<file path="src/rtl/vga_timing_gen.sv">
// Raster timing generator: column/row scan counters with registered syncs,
// blanking and a frame-start strobe, all aligned to the counter values.
module vga_timing_gen #(
  parameter int unsigned H_ACTIVE   = 1024,
  parameter int unsigned H_FP       = 24,
  parameter int unsigned H_SYNC     = 136,
  parameter int unsigned H_BP       = 160,
  parameter int unsigned V_ACTIVE   = 768,
  parameter int unsigned V_FP       = 3,
  parameter int unsigned V_SYNC     = 6,
  parameter int unsigned V_BP       = 29,
  parameter logic        H_SYNC_POL = 1'b0,
  parameter logic        V_SYNC_POL = 1'b0
) (
  input  logic        clock,
  input  logic        reset,
  input  logic        pixel_en,
  output logic [11:0] pixel_column,
  output logic [11:0] pixel_row,
  output logic        horiz_sync,
  output logic        vert_sync,
  output logic        video_on,
  output logic        frame_start
);

  localparam int unsigned H_TOTAL = H_ACTIVE + H_FP + H_SYNC + H_BP;
  localparam int unsigned V_TOTAL = V_ACTIVE + V_FP + V_SYNC + V_BP;

  localparam logic [11:0] H_LAST = 12'(H_TOTAL - 1);
  localparam logic [11:0] V_LAST = 12'(V_TOTAL - 1);

  // Region bounds are 13 bits so an end bound equal to 4096 still compares correctly.
  localparam logic [12:0] H_ACT_END    = 13'(H_ACTIVE);
  localparam logic [12:0] H_SYNC_START = 13'(H_ACTIVE + H_FP);
  localparam logic [12:0] H_SYNC_END   = 13'(H_ACTIVE + H_FP + H_SYNC);
  localparam logic [12:0] V_ACT_END    = 13'(V_ACTIVE);
  localparam logic [12:0] V_SYNC_START = 13'(V_ACTIVE + V_FP);
  localparam logic [12:0] V_SYNC_END   = 13'(V_ACTIVE + V_FP + V_SYNC);

  logic [11:0] column_q, column_d;
  logic [11:0] row_q, row_d;
  logic        hsync_q, hsync_d;
  logic        vsync_q, vsync_d;
  logic        video_q, video_d;
  logic        frame_q, frame_d;

  logic [11:0] col_nxt, row_nxt;
  logic [12:0] col_ext, row_ext;

  // Next raster position, independent of the enable.
  always_comb begin
    // NOTE: every combinational output gets a default first so no path can infer a latch.
    col_nxt = column_q + 12'd1;
    row_nxt = row_q;
    if (column_q == H_LAST) begin
      col_nxt = '0;
      row_nxt = (row_q == V_LAST) ? '0 : row_q + 12'd1;
    end
  end

  assign col_ext = {1'b0, col_nxt};
  assign row_ext = {1'b0, row_nxt};

  // Decode from the next position so the flags land in the same cycle as the counters.
  always_comb begin
    column_d = column_q;
    row_d    = row_q;
    hsync_d  = hsync_q;
    vsync_d  = vsync_q;
    video_d  = video_q;
    frame_d  = frame_q;
    if (pixel_en) begin
      column_d = col_nxt;
      row_d    = row_nxt;
      hsync_d  = ((col_ext >= H_SYNC_START) && (col_ext < H_SYNC_END)) ? H_SYNC_POL : ~H_SYNC_POL;
      vsync_d  = ((row_ext >= V_SYNC_START) && (row_ext < V_SYNC_END)) ? V_SYNC_POL : ~V_SYNC_POL;
      video_d  = (col_ext < H_ACT_END) && (row_ext < V_ACT_END);
      frame_d  = (col_nxt == '0) && (row_nxt == '0);
    end
  end

  // Reset parks the counters on the last position so the first enabled step yields (0,0).
  always_ff @(posedge clock or posedge reset) begin
    if (reset) begin
      column_q <= H_LAST;
      row_q    <= V_LAST;
      hsync_q  <= ~H_SYNC_POL;
      vsync_q  <= ~V_SYNC_POL;
      video_q  <= 1'b0;
      frame_q  <= 1'b0;
    end else begin
      // NOTE: state registers use non-blocking assignment so all flops sample pre-edge values.
      column_q <= column_d;
      row_q    <= row_d;
      hsync_q  <= hsync_d;
      vsync_q  <= vsync_d;
      video_q  <= video_d;
      frame_q  <= frame_d;
    end
  end

  assign pixel_column = column_q;
  assign pixel_row    = row_q;
  assign horiz_sync   = hsync_q;
  assign vert_sync    = vsync_q;
  assign video_on     = video_q;
  assign frame_start  = frame_q;

endmodule

</file>
<file path="config.mk">
export PLATFORM = sky130hd
export DESIGN_NAME = vga_timing_gen
export DESIGN_NICKNAME = d
export VERILOG_FILES = /design/src/rtl/vga_timing_gen.sv
export SDC_FILE = /design/constraint.sdc
export NUM_CORES = 1
export LEC_CHECK = 0
export ABC_CLOCK_PERIOD_IN_PS = 3100
export CAP_MARGIN = 10
export CORE_ASPECT_RATIO = 0.8
export CORE_UTILIZATION = 40
export CTS_CLUSTER_SIZE = 20
export DETAILED_ROUTE_END_ITERATION = 8
export PLACE_DENSITY = 0.72
export SLEW_MARGIN = 20
export SYNTH_ARGS = -nofsm -noshare
export SYNTH_HDL_FRONTEND = slang
export SYNTH_SLANG_ARGS = --single-unit
</file>
<file path="constraint.sdc">
create_clock -name clock -period 3.1 [get_ports clock]
set_clock_uncertainty 0.1 [all_clocks]
set_input_delay 0.465 -clock clock [delete_from_list [all_inputs] [get_ports clock]]
set_output_delay 0.465 -clock clock [all_outputs]
set_load 0.05 [all_outputs]
</file>
==> flow_summary_export.csv <==
group,metric,value,unit
logic_synthesis,synth-edff-count,0,
logic_synthesis,synth-seq-cells,28,
floorplanning,design.die.area,5330,µm²
clock_tree,postCtsHoldBufs,0,
flow_run,timing.max_cap.violations,0,
clock_tree,cts_post_setup_buffers_inserted,0,
drt,drc,0,
floorplanning,die_width,81.4,µm
logic_synthesis,avgSynthCellArea,8.65,µm²
cells_and_area,post_route_cells_drive_above_1_share,13.3,%
clock_tree,cts.clk_slew.worst_paths,0.10,ns
clock_tree,clock_tree.root_cell,"clkbuf_8",
sta,fmax,351,MHz
drt,routed_via_density,6.13,
sta,number_of_hold_slack_violations_in_the_final_timing_report,0,
global_route,grt_start_max_net_pins,29,
logic_synthesis,syn_nets,239,
critical_path,path_class,"reg2reg",
drt,avgRoutedWirePerCell,16.3,µm
clock_tree,cts_tree,"built",
cells_and_area,nNetsFinal,262,
logic_synthesis,synthesis.instances,233,
floorplanning,initial_core_util,42.8,%
sta,worst-slew-pin-transition,0.552,ns
clock_tree,cts.sink_count,28,
logic_synthesis,post_synth_instance_area,2020,µm²
global_route,global_route_overflow,0,
outcome,outcome,"finished, final reports clean",
min_path,hold_path.class,"reg2reg",
drt,detail-route-antenna-nets,0,
global_route,grt_first_pass_wirelength,8.62,mm
floorplanning,core,4710,µm²
cells_and_area,fillerInstances,444,
critical_path,cp.arrival,2.97,ns
clock_tree,cts_buffers,3,
sta,total_negative_slack,0,ns
sta,period_needed,2.85,ns
placement,detailed_place_hpwl,3.77,mm
critical_path,cp_endpoint_kind,"flop",
logic_synthesis,ys.flop_type,"dfstp_2",
critical_path,path_max_fanout,19,
global_route,track_usage,21.1,%
global_route,via_count_of_the_first_global_routing_pass,1684,
sta,final_min_period_over_clock_period,91.9,%
clock_tree,post_cts.resized_instances,0,
floorplanning,site_row_count,22,
drt,detailedRoute.firstPassIterationCount,6,
cells_and_area,diodes,0,
placement,io_buffer_count,30,
sta,final-setup-viol-count,0,
drt,vias,1930,
cells_and_area,post-route-util,51.1,%
clock_tree,clock_tree.htree_level_count,1,
critical_path,timing.critical_path.required,3.22,ns
cells_and_area,area_delta_synth_final,19.3,%
logic_synthesis,part_of_the_yosys_area_used_for_sequential_elements,35.7,%
clock_tree,clk-insertion-delay-late,0.28,ns
sta,max-slew-margin-rel,62.7,%
critical_path,startpoint_type,"flop",
floorplanning,ios,31,
global_route,antenna_found_initial,0,
pwr,power_density,591,nW/µm²
drt,totalWireLength,5.14,mm
clock_tree,clock_tree.buffer_depth,2,
floorplanning,die_height,65.5,µm
logic_synthesis,ys_types,59,
drt,drtIter0Drc,293,
placement,routability_congestion_estimate,0.909,
pwr,power.ir.vdd_worst,0.343,mV
sta,grt_setup_unrepaired,"no",
sta,report.final.slew_viol_count,0,
logic_synthesis,async_reset_ff_share,100,%
logic_synthesis,synthesis.yosys.warnings,0,
pwr,leakagePower,0.864,nW
cell usage in the layout (no fill, tap or decap), drive strengths merged, types with 2 or more instances in the layout:
cell and n:
clkdlybuf4s50 30, nor2 23, o21ai 19, nand2 18
dfstp 15, a21oi 13, dfrtp 13, xnor2 12
nand3 10, inv 9, nand4 9, nor4 9
buf 6, o31ai 5, and3 4, a31oi 4
mux2i 3, mux2 3, and4 3, a32oi 3
ha 3, clkbuf 3, and2 3, nor4bb 2
and4b 2, or3 2, a211oi 2, nor3 2
a41oi 2, or4 2
synth_stat cells, drive strengths merged, types with 2 or more instances:
cell,count,area [µm²]
ha,3,37.5
dfrtp,13,325
dfstp,15,394
a41oi,2,17.5
nor4,9,62.6
nor4bb,2,20.0
a211oi,2,15.0
and3,4,25.0
nor2,23,86.3
a31oi,4,25.0
or4,2,18.8
and4,3,26.3
and2,3,18.8
inv,9,33.8
a32oi,3,26.3
nand4,9,62.6
mux2,3,33.8
mux2i,3,30.0
o31ai,5,37.5
nand3,10,50.1
and4b,2,20.0
nand2,18,67.6
or3,2,12.5
buf,8,63.8
xnor2,12,105
clkbuf,10,38.8
a21oi,13,65.1
nor3,2,10.0
o21ai,19,95.1
cells by family after synthesis:
family                     Yosys count  synth area share [%]
and+or+nand+nor                     96                  27.6
AOI/OAI and AO/OA                   60                  19.2
DFF                                 28                  35.7
xor gates and xnor gates            13                  5.65
muxes                                6                  3.17
adders and majority gates            3                  1.86
buffers and inverters               27                  6.76
per-layer routing:
metal / vias to the layer above / track usage (%) / wire [µm] / share of wire, %
met1: 918 / 32.8 / 2560 / 50
met2: 91 / 29.6 / 2110 / 41
met4: 0 / 6.03 / 83 / 1.6
met3: 10 / 3.33 / 393 / 7.6
met5: - / 0 / 0 / 0
li1: 911 / - / - / -
worst paths after layout:
check / startpoint / depth (start not counted) / to / slack [ns]
worst min-delay path: pixel_column[0] / 1 / pixel_column[0] / 0.41
max in group asynchronous: reset / 3 / pixel_row[2] / 2.14
worst max register to register: pixel_column[0] / 8 / frame_start / 0.25
min in group asynchronous: reset / 3 / video_on / 0.45
worst min register to register: pixel_column[0] / 1 / pixel_column[0] / 0.41
worst max-delay path: pixel_column[0] / 8 / frame_start / 0.25
registers in the layout (all words and copies together) (netlist names):
name          flops
horiz_sync        1
pixel_row        12
vert_sync         1
pixel_column     12
video_on          1
frame_start       1
cell type report:
type | instances | area (µm²) | area share [%]
inverter | 9 | 33.8 | 1.40
clock inverter | 1 | 30.0 | 1.25
sequential | 28 | 719 | 29.9
tap | 60 | 75.1 | 3.12
timing repair buffer | 36 | 345 | 14.4
multi-input combinational | 178 | 1160 | 48.2
clock buffer | 3 | 41.3 | 1.72
metrics by stage:
| step | worst slack [ns] | hold WS, ns | area (µm²) | total power, W | cells |
|---|---|---|---|---|---|
| 6_report | 0.252 | 0.413 | 2400 | 0.00142 | 315 |
| 3_5_place_dp | 0.321 | 0.399 | 2330 | 0.00113 | 311 |
| 3_3_place_gp | 0.351 | 0.390 | 2330 | 0.00112 | 311 |
| 4_1_cts | 0.266 | 0.414 | 2400 | 0.00143 | 315 |
| 2_1_floorplan | 0.255 | 0.419 | 2020 | 0.000984 | 233 |
| 5_1_grt | 0.109 | 0.420 | 2400 | 0.00150 | 315 |
power breakdown:
part	switching [W]	leakage, nW	internal, W
Sequential	0.000117	0.325	0.000457
Clock	0.000119	0.0357	0.000173
Combinational	0.000354	0.503	0.000200
critical path, stage by stage, from the launching register on:
cell,delay (ns)
dfstp_2,0.57
ha_1,0.28
nand4_2,0.20
or4_4,0.55
buf_4,0.21
o21ai_1,0.20
nor4bb_1,0.27
and4_1,0.25
a31o_1,0.16
No activity file was read; power rests on OpenSTA's default activity.
